$ cat src/rtl/draw_object_plotter_pkg.sv
`default_nettype none
// ============================================================================
// Module      : draw_object_plotter_pkg
// Description : Object-select codes, screen bounds and plotter state encodings
//               shared by the draw sequencer and the object plotter.
// Revision    : 1.0 - initial release
// ============================================================================
package draw_object_plotter_pkg;

    localparam logic [3:0] OBJ_PLAYER = 4'd0;
    localparam logic [3:0] OBJ_ENEMY1 = 4'd1;
    localparam logic [3:0] OBJ_ENEMY2 = 4'd2;
    localparam logic [3:0] OBJ_ENEMY3 = 4'd3;
    localparam logic [3:0] OBJ_ENEMY4 = 4'd4;
    localparam logic [3:0] OBJ_BULLET = 4'd5;

    localparam int SCREEN_W = 160;
    localparam int SCREEN_H = 120;
    localparam logic [8:0] X_LAST = 9'(SCREEN_W - 1);
    localparam logic [7:0] Y_LAST = 8'(SCREEN_H - 1);

    localparam int STATE_W = 2;
    localparam logic [STATE_W-1:0] S_LOAD = 2'd0;
    localparam logic [STATE_W-1:0] S_PLOT = 2'd1;
    localparam logic [STATE_W-1:0] S_DONE = 2'd2;

    // Full-width sums are tested so wrapped low bits never sneak back on screen.
    function automatic logic on_screen(input logic [8:0] xs, input logic [7:0] ys);
        return (xs <= X_LAST) && (ys <= Y_LAST);
    endfunction

endpackage
`default_nettype wire

$ cat src/rtl/draw_object_plotter_raster.sv
`default_nettype none
// ============================================================================
// Module      : rect_raster_counter
// Description : Column/row scan over a W x H rectangle with last-pixel flag.
// Revision    : 1.0 - initial release
// ============================================================================
module rect_raster_counter (
    input  logic       clk,
    input  logic       resetn,
    input  logic       start,
    input  logic [7:0] W,
    input  logic [6:0] H,
    output logic [7:0] cx,
    output logic [6:0] cy,
    output logic       last
);

    logic [7:0] r_cx;
    logic [6:0] r_cy;
    logic       w_row_end;

    assign w_row_end = (r_cx == W - 8'd1);
    assign last      = w_row_end && (r_cy == H - 7'd1);
    assign cx        = r_cx;
    assign cy        = r_cy;

    always_ff @(posedge clk) begin
        if (!resetn || start) begin
            r_cx <= '0;
            r_cy <= '0;
        end else if (w_row_end) begin
            r_cx <= '0;
            r_cy <= r_cy + 7'd1;
        end else begin
            r_cx <= r_cx + 8'd1;
        end
    end

endmodule
`default_nettype wire

$ cat src/rtl/draw_object_plotter.sv
`default_nettype none
// ============================================================================
// Module      : draw_object_plotter
// Description : Latches one selected object and streams its pixels, one per
//               clock, to the 160x120 VGA adapter; pulses done when finished.
// Revision    : 1.0 - initial release
// ============================================================================
module draw_object_plotter
    import draw_object_plotter_pkg::*;
#(
    parameter int         PLAYER_W   = 8,
    parameter int         PLAYER_H   = 8,
    parameter int         ENEMY_W    = 8,
    parameter int         ENEMY_H    = 8,
    parameter int         BULLET_W   = 2,
    parameter int         BULLET_H   = 4,
    parameter logic [2:0] PLAYER_COL = 3'b010,
    parameter logic [2:0] ENEMY_COL  = 3'b100,
    parameter logic [2:0] BULLET_COL = 3'b111
) (
    input  logic        clk,
    input  logic        resetn,
    input  logic [3:0]  mainDrawSignal,
    input  logic [7:0]  playerX,
    input  logic [6:0]  playerY,
    input  logic [31:0] enemyX,
    input  logic [27:0] enemyY,
    input  logic [3:0]  enemyAlive,
    input  logic [7:0]  bulletX,
    input  logic [6:0]  bulletY,
    input  logic        bulletActive,
    output logic [7:0]  x,
    output logic [6:0]  y,
    output logic [2:0]  colour,
    output logic        plot,
    output logic        done
);

    logic [STATE_W-1:0] r_state;
    logic [STATE_W-1:0] w_state_nxt;

    logic [7:0] r_base_x;
    logic [6:0] r_base_y;
    logic [7:0] r_w;
    logic [6:0] r_h;
    logic [2:0] r_col;

    logic [7:0] w_sel_x;
    logic [6:0] w_sel_y;
    logic [7:0] w_sel_w;
    logic [6:0] w_sel_h;
    logic [2:0] w_sel_col;
    logic       w_sel_valid;
    logic [1:0] w_enemy_idx;
    logic [4:0] w_ex_lsb;
    logic [4:0] w_ey_lsb;

    logic [7:0] w_cx;
    logic [6:0] w_cy;
    logic       w_last;
    logic       w_start;
    logic       w_row_end;
    logic [7:0] w_ncx;
    logic [6:0] w_ncy;
    logic [8:0] w_xs;
    logic [7:0] w_ys;

    logic [7:0] r_x;
    logic [6:0] r_y;
    logic [2:0] r_colour;
    logic       r_plot;
    logic       r_done;
    logic [7:0] w_x_nxt;
    logic [6:0] w_y_nxt;
    logic [2:0] w_col_nxt;
    logic       w_plot_nxt;
    logic       w_done_nxt;

    // Enemy n occupies byte n-1 of enemyX and 7-bit field n-1 of enemyY.
    assign w_enemy_idx = mainDrawSignal[1:0] - 2'd1;
    assign w_ex_lsb    = {w_enemy_idx, 3'b000};
    assign w_ey_lsb    = {w_enemy_idx, 3'b000} - {3'b000, w_enemy_idx};

    always_comb begin
        w_sel_x     = '0;
        w_sel_y     = '0;
        w_sel_w     = '0;
        w_sel_h     = '0;
        w_sel_col   = '0;
        w_sel_valid = 1'b0;
        case (mainDrawSignal)
            OBJ_PLAYER: begin
                w_sel_x     = playerX;
                w_sel_y     = playerY;
                w_sel_w     = 8'(PLAYER_W);
                w_sel_h     = 7'(PLAYER_H);
                w_sel_col   = PLAYER_COL;
                w_sel_valid = 1'b1;
            end
            OBJ_ENEMY1, OBJ_ENEMY2, OBJ_ENEMY3, OBJ_ENEMY4: begin
                w_sel_x     = enemyX[w_ex_lsb +: 8];
                w_sel_y     = enemyY[w_ey_lsb +: 7];
                w_sel_w     = 8'(ENEMY_W);
                w_sel_h     = 7'(ENEMY_H);
                w_sel_col   = ENEMY_COL;
                w_sel_valid = enemyAlive[w_enemy_idx];
            end
            OBJ_BULLET: begin
                w_sel_x     = bulletX;
                w_sel_y     = bulletY;
                w_sel_w     = 8'(BULLET_W);
                w_sel_h     = 7'(BULLET_H);
                w_sel_col   = BULLET_COL;
                w_sel_valid = bulletActive;
            end
            default: ;
        endcase
    end

    assign w_start = (r_state == S_LOAD);

    rect_raster_counter u_raster (
        .clk    (clk),
        .resetn (resetn),
        .start  (w_start),
        .W      (r_w),
        .H      (r_h),
        .cx     (w_cx),
        .cy     (w_cy),
        .last   (w_last)
    );

    // Outputs are registered, so each edge loads the pixel the counter moves to.
    assign w_row_end = (w_cx == r_w - 8'd1);
    assign w_ncx     = w_row_end ? 8'd0 : w_cx + 8'd1;
    assign w_ncy     = w_row_end ? w_cy + 7'd1 : w_cy;

    always_ff @(posedge clk) begin
        if (!resetn) begin
            r_state <= S_LOAD;
        end else begin
            r_state <= w_state_nxt;
        end
    end

    always_comb begin
        w_state_nxt = r_state;
        case (r_state)
            S_LOAD:  w_state_nxt = w_sel_valid ? S_PLOT : S_DONE;
            S_PLOT:  w_state_nxt = w_last ? S_DONE : S_PLOT;
            S_DONE:  w_state_nxt = S_LOAD;
            default: w_state_nxt = S_LOAD;
        endcase
    end

    always_comb begin
        w_x_nxt    = r_x;
        w_y_nxt    = r_y;
        w_col_nxt  = r_colour;
        w_plot_nxt = 1'b0;
        w_done_nxt = 1'b0;
        w_xs       = '0;
        w_ys       = '0;
        case (r_state)
            S_LOAD: begin
                if (w_sel_valid) begin
                    w_xs       = {1'b0, w_sel_x};
                    w_ys       = {1'b0, w_sel_y};
                    w_x_nxt    = w_xs[7:0];
                    w_y_nxt    = w_ys[6:0];
                    w_col_nxt  = w_sel_col;
                    w_plot_nxt = on_screen(w_xs, w_ys);
                end else begin
                    w_done_nxt = 1'b1;
                end
            end
            S_PLOT: begin
                if (w_last) begin
                    w_done_nxt = 1'b1;
                end else begin
                    w_xs       = {1'b0, r_base_x} + {1'b0, w_ncx};
                    w_ys       = {1'b0, r_base_y} + {1'b0, w_ncy};
                    w_x_nxt    = w_xs[7:0];
                    w_y_nxt    = w_ys[6:0];
                    w_col_nxt  = r_col;
                    w_plot_nxt = on_screen(w_xs, w_ys);
                end
            end
            default: ;
        endcase
    end

    always_ff @(posedge clk) begin
        if (!resetn) begin
            r_base_x <= '0;
            r_base_y <= '0;
            r_w      <= '0;
            r_h      <= '0;
            r_col    <= '0;
        end else if (r_state == S_LOAD) begin
            r_base_x <= w_sel_x;
            r_base_y <= w_sel_y;
            r_w      <= w_sel_w;
            r_h      <= w_sel_h;
            r_col    <= w_sel_col;
        end
    end

    always_ff @(posedge clk) begin
        if (!resetn) begin
            r_x      <= '0;
            r_y      <= '0;
            r_colour <= '0;
            r_plot   <= 1'b0;
            r_done   <= 1'b0;
        end else begin
            r_x      <= w_x_nxt;
            r_y      <= w_y_nxt;
            r_colour <= w_col_nxt;
            r_plot   <= w_plot_nxt;
            r_done   <= w_done_nxt;
        end
    end

    assign x      = r_x;
    assign y      = r_y;
    assign colour = r_colour;
    assign plot   = r_plot;
    assign done   = r_done;

endmodule
`default_nettype wire

$ cat config.mk
export PLATFORM = sky130hd
export DESIGN_NAME = draw_object_plotter
export DESIGN_NICKNAME = d
export VERILOG_FILES = /design/src/rtl/draw_object_plotter_pkg.sv /design/src/rtl/draw_object_plotter_raster.sv /design/src/rtl/draw_object_plotter.sv
export SDC_FILE = /design/constraint.sdc
export NUM_CORES = 1
export LEC_CHECK = 0
export BUFFER_PORTS_ARGS = -buffer_cell sky130_fd_sc_hd__buf_4
export CAP_MARGIN = 20
export CORE_ASPECT_RATIO = 0.75
export CORE_MARGIN = 10
export CORE_UTILIZATION = 50
export DETAILED_ROUTE_END_ITERATION = 6
export PLACE_DENSITY = 0.87
export SYNTH_ARGS = -nofsm -noshare
export SYNTH_HDL_FRONTEND = slang
export SYNTH_SLANG_ARGS = --single-unit
$ cat constraint.sdc
create_clock -name clk -period 4.9 [get_ports clk]
set_clock_uncertainty 0.2 [all_clocks]
set_input_delay 0.735 -clock clk [delete_from_list [all_inputs] [get_ports clk]]
set_output_delay 0.735 -clock clk [all_outputs]
set_load 0.005 [all_outputs]
After elaboration in Yosys (flattened, before gate mapping). Cells that the tools add are included.

Flip-flop bits (word level): 70. Latch bits: 0. Memory bits (writable): 0. ROM bits: 0. Input port bits: 101. Output and inout port bits: 20. Memories: 0.

Add/subtract/negate cells: 8. Multiply operators: 0. Div/mod/pow operators: 0. $lt $le $gt $ge: 5. Equal/unequal tests: 10. Shift operators: 2. Mux-type cells: 28. Bitwise gates (word level): 0. Reduce and logical (&&, ||, !) cells: 11.

Operators by type and width (number): 32-bit by 6-bit indexed part select with 8-bit output (1); 28-bit by 6-bit indexed part select with 7-bit output (1); 8-bit two-way mux (3); 8-bit one-hot mux with 3 select lines (1); 7-bit two-way mux (3); 7-bit one-hot mux with 3 select lines (1); 4-bit one-hot mux with 2 select lines (2); 8-bit one-hot mux with 2 select lines (1); 7-bit one-hot mux with 2 select lines (1); 8-bit by 8-bit adder with 9-bit output (1); 9-bit by 8-bit <= comparator with 1-bit output (second input constant) (1); 3-bit one-hot mux with 3 select lines (1); 7-bit by 7-bit adder with 8-bit output (1); 8-bit by 1-bit adder with 8-bit output (second input constant) (1); 4-bit by 2-bit == test with 1-bit output (second input constant) (2); 4-bit by 3-bit == test with 1-bit output (second input constant) (2); 8-bit == test (1); 8-bit by 7-bit <= comparator with 1-bit output (second input constant) (1); 8-bit <= comparator (second input constant) (1); 8-bit by 1-bit subtractor with 8-bit output (second input constant) (1); 7-bit by 1-bit adder with 7-bit output (second input constant) (1); 7-bit == test (1); 7-bit <= comparator (second input constant) (1); 7-bit by 1-bit subtractor with 7-bit output (second input constant) (1); 23 further kinds (33).

Depth between registers and ports, before layout.
Depth in word-level cells: 8. Depth in mapped cells: 15. Gate-level depth less buffers: 14.

Hierarchy. Synthesis repeated with hierarchy kept, for this count alone.

Cells, all modules: 615. Area total of the unflattened synthesis: 5383.9 um^2.

Modules (own cells, without submodules): draw_object_plotter (times used 1, cells an instance 475, area an instance 4236.6 um^2, seq. area each 820.8 um^2); rect_raster_counter (times used 1, cells an instance 140, area an instance 1147.4 um^2, seq. area each 300.3 um^2).

Worst setup path after synthesis. OpenSTA, ideal clock, no wires.

Path kind: register -> register. Start: register r_w[1]. End: register r_plot, in the netlist plot. Arrival time: 3621 ps. Data required time: 4625 ps. Setup slack: 1004 ps. Cell stages (with the launch flop): 16. Buffers on the path: 2. Period minus slack after synthesis: 3896 ps. Cell sequence: dfxtp_1 > inv_1 > ha_1 > or4_1 > o22ai_1 > and2_1 > buf_2 > buf_1 > nor2_1 > ha_1 > a21o_1 > a211oi_1 > a2bb2oi_1 > or2_2 > a2111o_1 > o22ai_1.

Word-level cells in the longest chain between the ends: 8.

RTL lines: from (decl) (RTL line draw_object_plotter.sv:44) `logic [7:0] r_w;`; from (signal assigned) (RTL line draw_object_plotter.sv:203) `r_w <= w_sel_w;`; 8-bit by 1-bit subtractor with 8-bit output (RTL line draw_object_plotter.sv:134) `assign w_row_end = (w_cx == r_w - 8'd1);`; 8-bit == test (RTL line draw_object_plotter.sv:134); 8-bit two-way mux; named net w_ncx[3] (RTL line draw_object_plotter.sv:63) `logic [7:0] w_ncx;`; 8-bit by 8-bit adder with 9-bit output (RTL line draw_object_plotter.sv:181) `w_xs = {1'b0, r_base_x} + {1'b0, w_ncx};`; 9-bit by 8-bit <= comparator with 1-bit output (RTL line draw_object_plotter_pkg.sv:29) `return (xs <= X_LAST) && (ys <= Y_LAST);`; 1-bit logical AND (RTL line draw_object_plotter_pkg.sv:29); 1-bit two-way mux (RTL line draw_object_plotter.sv:178) `if (w_last) begin`; 1-bit one-hot mux with 2 select lines (RTL line draw_object_plotter.sv:164) `case (r_state)`; to (signal assigned) (RTL line draw_object_plotter.sv:220) `r_plot <= w_plot_nxt;`; to (decl) (RTL line draw_object_plotter.sv:71) `logic r_plot;`.

The timed path passes the listed nets, and every way through them passes these cells. A chain may end at the register's enable or synchronous reset.

Worst setup path after layout.
Start: register r_w[1]. End: register r_plot, in the netlist plot.

Word-level cells in the longest chain between the ends: 8.

RTL lines: 8-bit by 1-bit subtractor with 8-bit output (RTL line draw_object_plotter.sv:134); 8-bit == test (RTL line draw_object_plotter.sv:134); 7-bit two-way mux; named net w_ncy[1] (RTL line draw_object_plotter.sv:64) `logic [6:0] w_ncy;`; 7-bit by 7-bit adder with 8-bit output (RTL line draw_object_plotter.sv:182) `w_ys = {1'b0, r_base_y} + {1'b0, w_ncy};`; 8-bit by 7-bit <= comparator with 1-bit output (RTL line draw_object_plotter_pkg.sv:29); 1-bit logical AND (RTL line draw_object_plotter_pkg.sv:29); 1-bit two-way mux (RTL line draw_object_plotter.sv:178); 1-bit one-hot mux with 2 select lines (RTL line draw_object_plotter.sv:164).

The timed path passes the listed nets, and every way through them passes these cells.

==> impl_metrics.toml <==
[pwr]
ir_worst_vdd_uv = 155
p_leak_nw = 2.53
cellPowerDensity_nw_per_um2 = 245
total_power_mw = 1.44

[synth]
synth.top_cell.area_share_pct = 23.7
synthTopCellsByArea = "dfxtp_1, mux4_2, ha_1, mux4_1, a211oi_1"
yosysUniqueCellTypes = 71
synth.avg_cell_area_um2 = 9.06
synth_flop_cell = "dfxtp_1"
synth_cells = 522
synth-seq-cells = 56
synth_commonest_cells = "dfxtp_1, nor2_1, nand2_1"
synth_async_sr_flop_share_pct = 0
seq_area_frac_synth_pct = 23.7
yosys.area.top_type = "dfxtp_1"
yosys_warnings = 0
synth_most_common_cell = "dfxtp_1"
synthesis.area_um2 = 4730
syn-num-nets = 647
synth-edff-count = 0

[placed_design]
port_buffers = 120
post-place-ws_ns = 0.630
place.gp.congestion = 0.980
hpwl_um = 12400
dp.cells = 747

[global_route]
grt_first_pass_wirelength_um = 24500
grtUsageTotal_pct = 21.0
grt_start_max_net_pins = 43
grt_overflow = 0
grt_pass1_vias = 4804
antenna_found_initial = 0

[cells_and_area]
n_antenna_cell = 0
final_util_pct = 64.7
layout.nets = 752
stdcell_count = 756
area_growth_pct = 24.7
drive_gt1_share_pct = 31.1

[setup_path]
start_kind = "flip-flop"
r2r-start = "r_w[1]"
worstPathRequired_ns = 4.87
reg2reg_to = "plot"
rrSetupSlack_ns = 0.63
endpoint_kind = "flip-flop"
reg2regPathDepth = 14
worstSetupPathType = "reg2reg"
cp_data_arrival_time_ns = 4.24
crit_fanout = 9

[sta]
timing.slew.headroom_pct = 33.6
finalHoldViolCount = 0
finalSetupViolCount = 0
maxSlewViolCount = 0
worst_pin_slew_ns = 0.995
timing.final.crit_share_pct = 87.2
timing.final.crit_period_ns = 4.27
tns_ns = 0
fmax_mhz = 234
fin_ws_ns = 0.628
grt_setup_unrepaired = "false"

[clock_tree]
cts_htree_levels = 2
ctsResizeCount = 0
clk_pin_slew_ns = 0.07
post-cts-setup-buffers = 0
postCtsHoldBufs = 0
cts_root_buffer = "clkbuf_16"
tritoncts = "done"
clk_path_buf_depth = 2
cts.sinks = 56
cts_buffers = 5
clk_latency_ns = 0.30

[hold_path]
worstHoldPathCells = 2
min-delay-path-class = "reg2reg"
min_to = "x[0]"
hp-start = "x[0]"

[routing]
wire_per_inst_um = 20.5
wirelength_um = 15500
first_pass_iters = 5
vias_per_cell = 6.40
drtIter0Drc = 407
ant_nets = 0
num_vias = 4835
drc = 0

[die]
die_y_um = 104
row_count = 30
die_x_um = 132
dieArea_um2 = 13800
ioPinCount = 121
core_um2 = 9120
initial_core_util_pct = 51.8

[outcome]
status = "complete, no violations"

[flow_run]
drv_cap = 0
[cell type report]
type                    instances  area (um^2)
clock buffers                   6          129
well taps                     128          160
fillers                       748         3220
repair buffers                134         1020
multi-input cells             419         3390
inverters                      11         41.3
flip-flops and latches         56         1120
clock inverters                 2         38.8
[worst max path at each step]
| stage | from | end | slack (ns) | cells past startpoint |
|---|---|---|---|---|
| 2_1_floorplan | r_w[1] | plot | 1.00 | 15 |
| 3_3_place_gp | mainDrawSignal[0] | y[5] | 0.74 | 10 |
| 3_5_place_dp | mainDrawSignal[0] | y[5] | 0.63 | 10 |
| 4_1_cts | r_w[1] | plot | 0.68 | 14 |
| 5_1_grt | r_w[1] | plot | 0.42 | 14 |
| 6_report | r_w[1] | plot | 0.63 | 14 |
[layout by cell type, fill, tap and decap left out, types with 8 or more instances in the layout]
master / netlist / final
nor3_1: 10 / 10
o22ai_1: 11 / 11
xnor2_1: 11 / 11
dfxtp_1: 56 / 56
o211ai_1: 10 / 10
mux2_2: 13 / 13
nor2_1: 45 / 44
buf_4: 2 / 133
nor2b_1: 13 / 13
mux2i_1: 12 / 12
a211oi_1: 24 / 24
ha_1: 22 / 21
o21ai_0: 15 / 15
nand2b_1: 11 / 11
a222oi_1: 8 / 8
inv_1: 10 / 10
mux4_2: 20 / 20
a21oi_1: 23 / 23
xor2_1: 11 / 11
nand2_1: 43 / 43
nand3_1: 8 / 8
[cells by family after synthesis]
group	count (synthesis)	share of synthesized area (%)
and+or+nand+nor	172	18.4
AOI/OAI and AO/OA	149	23.4
DFF	56	23.7
muxes	52	19.1
buffers and inverters	47	4.74
adders and majority gates	24	6.67
xor gates and xnor gates	22	4.08
[power breakdown]
group          internal, mW  switching, mW
clock                 0.244          0.171
sequential            0.494         0.0297
combinational         0.246          0.259
total                 0.984          0.459
[layer usage]
| layer | track usage (%) | wire [um] | vias to the layer above |
|---|---|---|---|
| met4 | 6.97 | 401 | 0 |
| met2 | 35.4 | 7410 | 259 |
| met5 | 0 | 0 | - |
| met1 | 25.5 | 6390 | 2303 |
| li1 | - | - | 2231 |
| met3 | 5.36 | 1330 | 42 |
[through the flow]
| step | hold slack (ns) | instance area [um^2] |
|---|---|---|
| final | 0.268 | 5900 |
| after global routing | 0.280 | 5900 |
| after CTS | 0.266 | 5890 |
| after detailed placement | 0.255 | 5720 |
| after global placement | 0.245 | 5720 |
| after floorplan | 0.237 | 4730 |
[sequential cells by signal (all words and copies together) (netlist names)]
register and count:
r_base_x 8, u_raster.cx 8, x 8, r_base_y 7
u_raster.cy 7, y 7, colour 3, r_col 3
r_state 2, r_w 2, plot 1
[critical path: stages, from the launching register on]
cell and delay [ns]:
dfxtp_1 0.42, inv_1 0.07, ha_1 0.24, or4_1 0.52, o22ai_1 0.19, and2_1 0.18, buf_4 0.17, mux2_2 0.38
fa_1 0.46, a211oi_1 0.34, o21bai_1 0.13, a21oi_1 0.19, xor2_1 0.11, nor4_1 0.39, o22ai_1 0.15
(Power assumes the default switching activity.)
